File: config.mk
export PLATFORM = sky130hd
export DESIGN_NAME = mem_access_stage
export DESIGN_NICKNAME = d
export VERILOG_FILES = /design/src/rtl/mem_stage_pkg.sv /design/src/rtl/bus_timeout_ctr.sv /design/src/rtl/mem_access_stage.sv
export SDC_FILE = /design/constraint.sdc
export NUM_CORES = 1
export LEC_CHECK = 0
export CAP_MARGIN = 5
export CORE_MARGIN = 2
export CORE_UTILIZATION = 46
export CTS_CLUSTER_SIZE = 30
export DETAILED_ROUTE_END_ITERATION = 8
export GPL_TIMING_DRIVEN = 0
export PLACE_DENSITY_LB_ADDON = 0.12
export SLEW_MARGIN = 10
export SYNTH_ARGS = -nofsm -noshare
export SYNTH_HDL_FRONTEND = slang
export SYNTH_SLANG_ARGS = --single-unit
File: constraint.sdc
create_clock -name clk -period 2.89 [get_ports clk]
set_input_delay 0.578 -clock clk [delete_from_list [all_inputs] [get_ports clk]]
set_output_delay 0.578 -clock clk [all_outputs]
set_load 0.1 [all_outputs]
File: src/rtl/mem_stage_pkg.sv
// Shared types and default sizes for the memory-access pipeline stage.
// Contents: FSM state enum, data/register widths, default bus timeout.
// No logic; imported by mem_access_stage and bus_timeout_ctr.
package mem_stage_pkg;

    localparam int MEM_DATA_W  = 32;  // data and address width
    localparam int MEM_RD_W    = 4;   // destination register index width
    localparam int MEM_TIMEOUT = 16;  // max BUS cycles without ack

    typedef enum logic {
        IDLE = 1'b0,
        BUS  = 1'b1
    } state_t;

endpackage

File: src/rtl/bus_timeout_ctr.sv
// Bus-wait counter: counts cycles spent waiting for a memory ack.
// Ports: clk, rst_n (sync, active-low), clr (restart at 0), en (count), expired.
// expired is combinational and high while the count equals TIMEOUT-1.
module bus_timeout_ctr
    import mem_stage_pkg::*;
#(
    parameter int TIMEOUT = MEM_TIMEOUT,
    parameter int CNT_W   = $clog2(TIMEOUT)
) (
    input  logic clk,
    input  logic rst_n,
    input  logic clr,
    input  logic en,
    output logic expired
);

    logic [CNT_W-1:0] cnt;

    // clr has priority so a new transaction always starts from zero
    always_ff @(posedge clk) begin
        if (!rst_n) begin
            cnt <= '0;
        end else if (clr) begin
            cnt <= '0;
        end else if (en) begin
            cnt <= cnt + 1'b1;
        end
    end

    // First BUS cycle sees count 0, so expiry lands on BUS cycle TIMEOUT
    assign expired = (cnt == CNT_W'(TIMEOUT - 1));

endmodule

File: src/rtl/mem_access_stage.sv
// Memory-access stage after the ALU: forwards ALU values or performs one
// single-beat ld/st bus transaction (with timeout), issuing one writeback each.
// Ports: ex_* from execute, stall back to execute, mem_* bus, wb_* writeback.
module mem_access_stage
    import mem_stage_pkg::*;
#(
    parameter int DATA_W  = MEM_DATA_W,
    parameter int RD_W    = MEM_RD_W,
    parameter int TIMEOUT = MEM_TIMEOUT,
    parameter int CNT_W   = $clog2(TIMEOUT)
) (
    input  logic              clk,
    input  logic              rst_n,
    input  logic              ex_valid,
    input  logic [DATA_W-1:0] ex_result,
    input  logic [DATA_W-1:0] ex_store_data,
    input  logic              ex_is_ld,
    input  logic              ex_is_st,
    input  logic [RD_W-1:0]   ex_rd,
    input  logic              ex_wb_en,
    output logic              stall,
    output logic              mem_req,
    output logic              mem_we,
    output logic [DATA_W-1:0] mem_addr,
    output logic [DATA_W-1:0] mem_wdata,
    input  logic              mem_ack,
    input  logic [DATA_W-1:0] mem_rdata,
    output logic              wb_valid,
    output logic              wb_en,
    output logic [RD_W-1:0]   wb_rd,
    output logic [DATA_W-1:0] wb_data,
    output logic              wb_err
);

    state_t          state;
    state_t          state_nxt;
    logic            mem_op;
    logic            fault;
    logic            start_bus;
    logic            bus_done;
    logic            expired;
    logic [RD_W-1:0] rd_q;

    bus_timeout_ctr #(
        .TIMEOUT (TIMEOUT),
        .CNT_W   (CNT_W)
    ) u_ctr (
        .clk     (clk),
        .rst_n   (rst_n),
        .clr     (start_bus),
        .en      (state == BUS),
        .expired (expired)
    );

    // Decode and next-state logic
    always_comb begin
        mem_op    = ex_is_ld | ex_is_st;
        // ld+st together is malformed; memory ops must be word aligned
        fault     = (ex_is_ld & ex_is_st) | (mem_op & (ex_result[1:0] != 2'b00));
        start_bus = (state == IDLE) & ex_valid & mem_op & ~fault;
        // ack wins over a simultaneous expiry (resolved in the wb registers)
        bus_done  = (state == BUS) & (mem_ack | expired);
        state_nxt = state;
        case (state)
            IDLE:    if (start_bus) state_nxt = BUS;
            BUS:     if (bus_done)  state_nxt = IDLE;
            default: state_nxt = IDLE;
        endcase
    end

    always_ff @(posedge clk) begin
        if (!rst_n) begin
            state <= IDLE;
        end else begin
            state <= state_nxt;
        end
    end

    // Upstream is frozen for exactly the cycles a request is on the bus
    assign stall   = (state == BUS);
    assign mem_req = (state == BUS);

    // Bus request fields and writeback registers
    always_ff @(posedge clk) begin
        if (!rst_n) begin
            mem_we    <= 1'b0;
            mem_addr  <= '0;
            mem_wdata <= '0;
            rd_q      <= '0;
            wb_valid  <= 1'b0;
            wb_en     <= 1'b0;
            wb_rd     <= '0;
            wb_data   <= '0;
            wb_err    <= 1'b0;
        end else begin
            wb_valid <= 1'b0;
            if (state == IDLE) begin
                if (ex_valid) begin
                    if (!mem_op) begin
                        wb_valid <= 1'b1;
                        wb_en    <= ex_wb_en;
                        wb_err   <= 1'b0;
                        wb_rd    <= ex_rd;
                        wb_data  <= ex_result;
                    end else if (fault) begin
                        wb_valid <= 1'b1;
                        wb_en    <= 1'b0;
                        wb_err   <= 1'b1;
                        wb_rd    <= ex_rd;
                        wb_data  <= ex_result;
                    end else begin
                        mem_we    <= ex_is_st;
                        mem_addr  <= ex_result;
                        mem_wdata <= ex_store_data;
                        rd_q      <= ex_rd;
                    end
                end
            end else if (bus_done) begin
                // Timeout reports the faulting address; a completed store
                // reports its address, a completed load the returned data
                wb_valid <= 1'b1;
                wb_rd    <= rd_q;
                wb_err   <= ~mem_ack;
                wb_en    <= mem_ack & ~mem_we;
                wb_data  <= (mem_ack & ~mem_we) ? mem_rdata : mem_addr;
            end
        end
    end

endmodule

### Yosys cells after proc, flatten, opt, wreduce, memory -nomap -nowiden

Index checks and enable logic that the tools add are counted.

| cells by class | value |
|---|---|
| add/subtract/negate cells | 1 |
| multipliers | 0 |
| divide/modulo/power cells | 0 |
| order comparisons | 0 |
| equality and inequality tests | 3 |
| shift-type cells | 0 |
| mux-type cells | 29 |
| bitwise gates (word level) | 15 |
| reductions and logical operators | 5 |

Operators with widths:

| kind | count |
|---|---|
| $mux W32 | 6 |
| $mux W4 | 5 |
| $mux W1 | 17 |
| $and A1 B1 Y1 | 7 |
| $not A1 Y1 | 5 |
| $add A4 B1 Y4 const B | 1 |
| $eq A4 B4 Y1 const B | 1 |
| $reduce_and A4 Y1 | 1 |
| $reduce_bool A2 Y1 | 2 |
| $ne A3 B2 Y1 const B | 1 |
| $or A1 B1 Y1 | 3 |
| $reduce_and A3 Y1 | 1 |
| $ne A2 B1 Y1 const B | 1 |
| $pmux W1 S2 | 1 |
| $reduce_or A2 Y1 | 1 |

| storage, ports and cells | value |
|---|---|
| register bits after elaboration | 113 |
| bits in latches | 0 |
| bits in writable memories | 0 |
| bits in read-only memories | 0 |
| bits of input ports | 107 |
| output and inout port bits | 106 |
| word-level logic and storage cells | 64 |
| memories kept | 0 |

### Logic depth before layout (Yosys ltp)

Gate-level depths: netlist of the first run.

| depth | value |
|---|---|
| depth after elaboration | 7 |
| gate-level depth with buffers | 8 |
| mapped depth without buffers | 5 |

### Cells and area by module

From an unflattened synthesis of the first run, not the netlist that was laid out.

| second synthesis, totals | value |
|---|---|
| cell total of the unflattened synthesis | 581 |
| area, all modules | 4669.5 sq um |

By module, submodules not included:

| module | instances | cells each | area an instance (sq um) | sequential area each (sq um) |
|---|---|---|---|---|
| mem_access_stage | 1 | 563 | 4480.5 | 2182.1 |
| bus_timeout_ctr | 1 | 18 | 188.9 | 80.1 |

### Worst setup path before layout of the first run

OpenSTA, ideal clock, no wires.

| timing path | value |
|---|---|
| path type | reg-to-reg |
| from | register state, in the netlist mem_req |
| to | register wb_data[30] |
| setup time | 0.121 ns |
| data arrival time | 2.087 ns |
| required time | 2.769 ns |
| slack | 0.682 ns |
| stages on the path, launching flop included | 6 |
| path buffers | 1 |
| period minus slack after synthesis | 2.208 ns |
| path through | dfxtp_1 -> buf_2 -> nor2b_1 -> a22oi_4 -> nand2_2 -> mux2_2 |

| on the way | value |
|---|---|
| longest elaborated chain between the ends | 3 |
| elaborated cells on any way between the ends | 6 |
| classes of those cells | 2 x eq/ne; 1 x mux; 1 x bitwise; 2 x reduce/logical |

Ends and longest elaborated chain:

| element | line | text |
|---|---|---|
| from (decl) | mem_access_stage.sv:35 | `state_t state;` |
| from (signal assigned) | mem_access_stage.sv:75 | `state <= state_nxt;` |
| $and A1 B1 Y1 | mem_access_stage.sv:62 | `bus_done = (state == BUS) & (mem_ack \| expired);` |
| $ne A2 B1 Y1 (no source line) | - |  |
| $reduce_and A3 Y1 (no source line) | - |  |
| to (signal assigned) | mem_access_stage.sv:104 | `wb_data <= ex_result;` |
| to (signal assigned) | mem_access_stage.sv:110 | `wb_data <= ex_result;` |
| to (signal assigned) | mem_access_stage.sv:125 | `wb_data <= (mem_ack & ~mem_we) ? mem_rdata : mem_addr;` |
| to (decl) | mem_access_stage.sv:31 | `output logic [DATA_W-1:0] wb_data,` |

Parallel ways exist; a longest one is shown, timed or not.
A chain may end at the register's enable or synchronous reset.

### Worst setup path in the final report of the first run

| timing path | value |
|---|---|
| from | register state, in the netlist mem_req |
| to | output port stall |

RTL lines:

| element | line | text |
|---|---|---|
| to (decl) | mem_access_stage.sv:21 | `output logic stall,` |

No word-level cell between the ends.

==> impl_metrics.ini, run 1 <==
[floorplan]
rows = 38
fp.dieH_um = 109.0
die_area_um2 = 11890
io_pins = 213
core_um2 = 10790
start_util_pct = 47.01
die_x_um = 109.0

[power]
seqPwrFrac_pct = 33.5
clockPowerShare_pct = 44.1
power.internal_uw = 3437
total_power_uw = 4983
power_density_nw_per_um2 = 623.9
comb_power_share_pct = 22.4
p_sw_uw = 1546
switching_share_pct = 31.03
p_leak_uw = 0.003154
ir_drop_uv = 400.2

[global_routing]
overflow = 0
grt_pass1_wl_um = 25430
grt_max_degree = 17
grt_antenna_before_repair = 0
grt_usage_pct = 27.54
grt_pass1_vias = 5235

[run]
maxCapViolCount = 0

[layout]
finalNetCount = 920
fin_area_um2 = 7986
antenna_cells = 0
syn_to_final_growth_pct = 57.41
drive_gt1_share_pct = 9.455
final_util_pct = 74.00

[route]
drc = 0
wl_um = 16090
via_per_inst = 5.315
drtPass1Iterations = 4
drt-initial-drc-count = 214
ant_nets = 0
vias = 5129
wl_per_cell_um = 16.67

[cts]
htree_levels = 4
cts_buffer_depth = 2
cts.sinks = 113
root_buffer = clkbuf_8
cts_hold_buf = 0
path_clk_slew_ns = 0.06
post_cts_buffers = 0
cts_resized = 0
cts_tree = built
clk-insertion-delay-late_ns = 0.52
cts_inserted_buffers = 17

[timing]
fin_tns_setup_ns = 0
rsz0062_at_grt = no
relSlewSlack_pct = 30.12
fin_hold_ws_ns = 0.4546
slew_violations = 0
worstMarginPinSlew_ns = 1.045
period_needed_ns = 2.677
setup_violations = 0
fmax_mhz = 373.5
fin_crit_sh_pct = 92.65
hold_viol = 0
skew_ns = 0.006093

[hold_path]
hold_depth = 2
hold_path_class = reg2reg

[critical_path]
r2r_cells = 5
critPathKind = reg2out
cp.arrival_ns = 2.10
crit_fanout = 3
cp.required_ns = 2.31
setup.worst_path.end_class = primary output
startpoint_type = flip-flop

[status]
status = finished clean

[synthesis]
ys_async_sr_fraction_pct = 0
synthDistinctLibCells = 33
synth_top_area_share_pct = 44.59
synth-seq-cells = 113
yosys_warnings = 0
synth_area_um2 = 5074
synth-seq-area-share_pct = 44.59
syn-num-nets = 690
synth.area.top_cells = dfxtp_1 (45%), mux2i_1 (13%), o21ai_0 (7.7%)
synth_common_cells = dfxtp_1 (113), nand2_1 (102), o21ai_0 (78)
yosys_most_used_dff = dfxtp_1
yosysMostFrequentCell = dfxtp_1
yosysTopAreaCell = dfxtp_1
syn_avg_cell_area_um2 = 8.718
synth-edff-count = 0
synthCells = 582

[placed_design]
place_area_um2 = 7361
place_congestion = 0.8280
numPortBuffers = 211
dpl.hpwl_um = 11870
==> state kept, by name, summed over array words and instances (netlist names) <==
name,count
mem_addr,32
mem_wdata,32
wb_data,32
rd_q,4
u_ctr.cnt,4
wb_rd,4
mem_req,1
mem_we,1
wb_en,1
wb_err,1
wb_valid,1
==> layer usage <==
layer / global-route usage, % / routed length (µm) / part of all wire (%)
met5: 0 / 0 / 0
met1: 30.84 / 6397 / 40
met4: 10.53 / 408 / 2.5
met2: 48.18 / 7991 / 50
met3: 9.205 / 1290 / 8.0
==> path summary, 6_finish.rpt <==
kind            startpoint             to  slack (ns)
max                mem_req          stall        0.21
min          mem_wdata[15]  mem_wdata[15]        0.45
max reg2reg        mem_req     wb_data[1]        1.12
min reg2reg  mem_wdata[15]  mem_wdata[15]        0.45
==> power groups by stage <==
stage	Sequential, µW	Clock (µW)	Combinational [µW]
global placement	1700	0	1100
floorplan	2180	0	271
detailed placement	1700	0	1110
CTS	1670	2200	1120
global route	1680	2290	1170
finish	1670	2200	1120
==> cells by family (layout without fill, tap and decap cells) <==
| group | count (synthesis) | after routing | share of synthesized area, % |
|---|---|---|---|
| and+or+nand+nor | 189 | 189 | 17.63 |
| AOI/OAI and AO/OA | 150 | 150 | 17.39 |
| DFF | 113 | 113 | 44.59 |
| muxes | 67 | 67 | 13.24 |
| buffers and inverters | 58 | 301 | 6.066 |
| xor gates and xnor gates | 4 | 4 | 0.8387 |
| adders and majority gates | 1 | 1 | 0.2466 |
==> worst max-delay path, cell delays in order, from the launching register on <==
cell	delay, ns
dfxtp_1	0.36
buf_4	0.11
clkdlybuf4s50_1	1.12
==> cell type report <==
| type | count | area [µm²] |
|---|---|---|
| Buffer | 57 | 304.0 |
| Clock buffer | 19 | 441.7 |
| Tap cell | 140 | 175.2 |
| Fill cell | 855 | 2806 |
| Clock inverter | 13 | 183.9 |
| Multi-Input combinational cell | 411 | 2504 |
| Sequential cell | 113 | 2262 |
| Inverter | 1 | 3.754 |
| Timing Repair Buffer | 211 | 2112 |
==> layout by cell type (no fill, tap or decap), types with 3 or more instances in the layout <==
| cell | Yosys | routed |
|---|---|---|
| a211oi_2 | 5 | 5 |
| a21o_1 | 31 | 31 |
| a21oi_1 | 13 | 13 |
| buf_1 | 6 | 6 |
| buf_2 | 11 | 11 |
| buf_4 | 4 | 4 |
| buf_6 | 8 | 8 |
| bufinv_16 | 0 | 4 |
| clkbuf_1 | 27 | 27 |
| clkbuf_16 | 0 | 16 |
| clkbuf_8 | 0 | 3 |
| clkdlybuf4s50_1 | 0 | 211 |
| clkinv_2 | 0 | 3 |
| clkinvlp_4 | 0 | 3 |
| dfxtp_1 | 113 | 113 |
| mux2i_1 | 66 | 66 |
| nand2_1 | 102 | 102 |
| nand3_1 | 58 | 58 |
| nand3_2 | 11 | 11 |
| nor2_1 | 5 | 5 |
| o21ai_0 | 78 | 78 |
| o21ai_1 | 22 | 22 |
==> through the flow <==
step,instances,worst slack (ns)
4_1_cts,965,0.1889
2_1_floorplan,582,0.6820
5_1_grt,965,0.1608
3_5_place_dp,933,0.5811
3_3_place_gp,933,0.5850
6_report,965,0.2125
No activity file was read; power rests on OpenSTA's default activity.
==> run 2, diff against run 1 <==
Settings changed: CORE_UTILIZATION 46 to 54, DONT_BUFFER_PORTS set to 1, SYNTH_HIERARCHICAL set to 1.
==> run 2 against run 1 <==
Compared with the run above: power fell by 15%; cell count shrank 26%; largest power group is now registers; critical path depth is 4 higher; wire length decreased by 11%; via count decreased by 14%; largest cell class is now registers; final area is 33% lower.
==> impl_metrics.ini, run 2 <==
[global_routing]
overflow = 0
grt_max_degree = 17
grt_antenna_before_repair = 0
grt_pass1_vias = 4416
grt_pass1_wl_um = 22430
grt_usage_pct = 29.68

[floorplan]
fp.dieH_um = 96.99
core_um2 = 8299
die_x_um = 96.99
die_area_um2 = 9407
io_pins = 213
start_util_pct = 56.26
rows = 33

[timing]
fmax_mhz = 418.3
rsz0062_at_grt = no
slew_violations = 0
worstMarginPinSlew_ns = 1.086
setup_violations = 0
period_needed_ns = 2.391
hold_viol = 0
relSlewSlack_pct = 27.52
fin_tns_setup_ns = 0
skew_ns = 0.008128
fin_crit_sh_pct = 82.73

[hold_path]
hold_depth = 2
min_delay_worst_endpoint = mem_addr[14]
hold_path_class = in2reg
min_from = ex_result[14]

[layout]
layout_commonest_cell = nand2_1
syn_to_final_growth_pct = 14.17
finalNetCount = 708
mostFrequentLayoutCells = nand2_1 (169), dfxtp_1 (112), a21oi_1 (74), nand3_1 (64)
antenna_cells = 0
drive_gt1_share_pct = 9.788
top_regs = mem_addr (32), mem_wdata (32), wb_data (32)

[synthesis]
synthDistinctLibCells = 35
synth.area.top_cells = dfxtp_1 (48%), nand2_1 (14%), a21oi_1 (7.9%)
synth-seq-cells = 113
synth_area_um2 = 4669
yosys_most_used_dff = dfxtp_1
synth_top_area_share_pct = 48.45
synth-seq-area-share_pct = 48.45
syn-num-nets = 689
syn_avg_cell_area_um2 = 8.037
yosysTopAreaCell = dfxtp_1
synth_common_cells = nand2_1 (169), dfxtp_1 (113), a21oi_1 (74)
yosysMostFrequentCell = nand2_1
synthCells = 581
ys_async_sr_fraction_pct = 0
yosys_warnings = 6
synth-edff-count = 0

[route]
via_per_inst = 6.175
drt-initial-drc-count = 137
drtPass1Iterations = 7
vias = 4434
ant_nets = 0
drc = 0
wl_per_cell_um = 19.87
wl_um = 14270

[placed_design]
dpl.hpwl_um = 10250
numPortBuffers = 0
place_congestion = 0.8765

[run]
maxCapViolCount = 0

[cts]
cts_inserted_buffers = 17
htree_levels = 4
cts.sinks = 113
cts_tree = built
root_buffer = clkbuf_8
cts_buffer_depth = 2
path_clk_slew_ns = 0.06
cts_hold_buf = 0
clk-insertion-delay-late_ns = 0.51

[critical_path]
reg2reg_slack_ns = 0.50
cp.required_ns = 3.34
crit-reg2reg-launch = mem_req
worstReg2RegEnd = wb_data[17]
startpoint = mem_req
crit_fanout = 10
cp.arrival_ns = 2.84
r2r_cells = 6
startpoint_type = flip-flop
setup.worst_path.end_class = flip-flop
critPathKind = reg2reg

[status]
status = finished clean

[power]
power_density_nw_per_um2 = 790.5
p_leak_uw = 0.001866
total_power_uw = 4215
ir_drop_uv = 354.9
-- run 2: cell count changes after synthesis, moves of 31 or more --
| cell | delta |
|---|---|
| a21o_1 | -31 |
| a21oi_1 | +61 |
| a22o_1 | +32 |
| mux2i_1 | -59 |
| nand2_1 | +67 |
| o211ai_1 | +32 |
| o21ai_0 | -78 |
-- run 2: per-stage QoR --
stage / setup WS, ns / instances / hold slack [ns] / area, µm² / utilization (%)
final: 0.4991 / 718 / 0.1942 / 5331 / 64.24
after global placement: 0.1577 / 686 / 0.4416 / 4801 / 57.85
after CTS: 0.08857 / 718 / 0.1882 / 5330 / 64.22
after floorplan: 0.5332 / 581 / 0.4360 / 4669 / -
after global routing: 0.3811 / 718 / 0.1881 / 5331 / 64.24
after detailed placement: 0.1225 / 686 / 0.4513 / 4801 / 57.85
-- run 2: how the worst max path moves through the flow --
| stage | end | slack (ns) | cells past startpoint |
|---|---|---|---|
| detailed placement | wb_data[17] | 0.12 | 6 |
| global placement | wb_data[17] | 0.16 | 6 |
| global route | wb_data[7] | 0.38 | 6 |
| CTS | wb_data[17] | 0.09 | 6 |
| finish | wb_data[17] | 0.50 | 6 |
| floorplan | wb_data[30] | 0.53 | 6 |
-- run 2: layer usage --
layer  GRT usage [%]  part of all wire [%]
met5               0                     0
met4           12.35                   1.8
met3           13.08                    11
met2           49.63                    49
met1           32.91                    38
-- run 2: what timing repair did --
action	in CTS	in global routing
endpoints found under the setup margin	0	29
buffers inserted	0	0
resized for setup	0	1
-- run 2: cells by family after synthesis --
family	share of synthesized area [%]
DFF	48.45
adders and majority gates	0.2679
muxes	1.501
buffers and inverters	5.091
and+or+nand+nor	23.85
xor gates and xnor gates	0.3752
AOI/OAI and AO/OA	20.47
-- run 2: critical path, cell delays in order (launching register included) --
cell	delay (ns)
dfxtp_2	0.74
buf_2	0.31
nor3b_2	0.31
nor2_2	0.15
a21oi_2	0.31
buf_2	0.31
a22o_1	0.19
-- run 2: cell type report --
type                    instances  area, µm²
plain buffers                  53      230.2
clock buffers                  19      441.7
clock inverters                13      87.58
fillers                       727       2968
inverters                       2      7.507
multi-input cells             413       2170
flip-flops and latches        113       2263
well taps                     105      131.4
-- run 2: power breakdown --
group,internal (µW),switching [µW],leakage (µW),total (µW)
sequential,1620,504,0.000921,2130
clock,1090,739,0.000248,1830
combinational,91.2,165,0.000697,257
==> run 3, diff against run 2 <==
Clock period 2.89 ns to 2.2 ns, I/O delays scaled along.
==> run 3 against run 2 <==
Compared with the run above: fmax is 14% higher; cell count is 0.14% lower; sequential power is 31% higher; clock power is 51% higher; clock-buffer cell count is 2 lower; largest power group unchanged; via count is 1.6% lower; die area stayed put; power is 40% higher; sequential cell count stayed put; clock skew is 0.0019 ns lower.
==> impl_metrics.ini, run 3 (synthesized netlist as in run 2, its figures left out) <==
[floorplan]
core_um2 = 8299
start_util_pct = 56.26
fp.dieH_um = 96.99
die_x_um = 96.99
io_pins = 213
rows = 33
die_area_um2 = 9407

[timing]
period_needed_ns = 2.090
worst_slack_ns = 0.1103
relSlewSlack_pct = 29.69
rsz0062_at_grt = no
skew_ns = 0.006188
setup_violations = 0
fin_crit_sh_pct = 94.99
fin_tns_setup_ns = 0
fmax_mhz = 478.5
hold_viol = 0
worstMarginPinSlew_ns = 1.053
slew_violations = 0

[placed_design]
dpl.hpwl_um = 10160
numPortBuffers = 0
place_area_um2 = 4802
place_congestion = 0.9020
post-place-ws_ns = -0.1278

[run]
maxCapViolCount = 0

[power]
ir_drop_uv = 547.3
power_density_nw_per_um2 = 1090
p_sw_uw = 1912
seqPwrFrac_pct = 47.3
power.internal_uw = 3986
p_leak_uw = 0.001906
comb_power_share_pct = 5.8
switching_share_pct = 32.41
clockPowerShare_pct = 46.9

[cts]
htree_levels = 4
path_clk_slew_ns = 0.06
cts_buffer_depth = 2
cts.sinks = 113
clk-insertion-delay-late_ns = 0.51
cts_hold_buf = 0
cts_resized = 2
cts_tree = built
root_buffer = clkbuf_8
post_cts_buffers = 0
cts_inserted_buffers = 17

[critical_path]
max_stage_delay_ns = 0.58
r2r_cells = 6
setup.worst_path.end_class = flip-flop
crit_path_cell_trace = buf_2, nor3b_2, nor2_2, a21oi_4, buf_2, a22o_1
worstSetupPathDepth = 6
cp.required_ns = 2.65
crit_fanout = 10
critPathKind = reg2reg
cp_common_cell = buf_2
cp.arrival_ns = 2.54
critical_path_buf_inv_count = 2
startpoint_type = flip-flop
crit_family = flip-flops
cp_slowest_cell = dfxtp_4

[route]
vias = 4365
drt-initial-drc-count = 256
via_per_inst = 6.088
drc = 0
wl_um = 14160
ant_nets = 0
wl_per_cell_um = 19.75
drtPass1Iterations = 5

[layout]
antenna_cells = 0
syn_to_final_growth_pct = 15.89
layout_commonest_cell = nand2_1
seq_area_um2 = 2267
multi_input_area_um2 = 2177
top_regs = mem_addr (32), mem_wdata (32), wb_data (32)
finalNetCount = 707
drive_gt1_share_pct = 10.46
fin_area_um2 = 5411
final_util_pct = 65.20
mostFrequentLayoutCells = nand2_1 (169), dfxtp_1 (111), a21oi_1 (74), nand3_1 (64)
num-fill-cells = 729

[global_routing]
grt_antenna_before_repair = 0
overflow = 0
grt_pass1_wl_um = 22230
grt_usage_pct = 29.50
grt_pass1_vias = 4296
grt_max_degree = 17

[hold_path]
hold_depth = 2
hold_path_class = in2reg

[status]
status = finished clean
[run 3: cell types whose count changed in the layout (fill, tap and decap cells not counted), moves of 2 or more]
cell,delta
bufinv_16,+3
clkbuf_1,-3
clkbuf_2,+3
clkbuf_8,-2
clkinv_2,-3
inv_6,+2
[run 3: metal layers]
metal	global-route usage, %	vias to the layer above	part of all wire (%)
li1	-	2056	-
met1	32.65	2031	37
met5	0	-	0
met3	12.72	30	12
met2	48.50	248	49
met4	14.52	0	2.1
[run 3: cell type report]
class                           count  area share, %
Tap cell                          105          2.428
Sequential cell                   113          41.90
Clock buffer                       17          7.653
Multi-Input combinational cell    413          40.23
Buffer                             52          4.301
Clock inverter                     15          3.353
Inverter                            2         0.1387
[run 3: power groups by stage]
stage,Clock [µW],Sequential [µW],Combinational [µW]
final,2770,2790,340
after global routing,2860,2800,378
after CTS,2770,2790,336
after detailed placement,0,2830,334
after global placement,0,2830,322
after floorplan,0,2810,255
[run 3: path summary, 6_finish.rpt]
path                 from          end  slack, ns
max reg2reg       mem_req  wb_data[22]       0.11
min reg2reg       rd_q[2]      rd_q[2]       0.46
min          ex_result[3]  mem_addr[3]       0.06
max               mem_req  wb_data[22]       0.11
[run 3: metrics by stage]
| step | power, µW | hold slack, ns | cells |
|---|---|---|---|
| after floorplan | 3066 | 0.4360 | 581 |
| after global placement | 3155 | 0.4413 | 686 |
| after detailed placement | 3169 | 0.4497 | 686 |
| after CTS | 5903 | 0.04157 | 718 |
| after global routing | 6040 | 0.04718 | 717 |
| final | 5898 | 0.05632 | 717 |
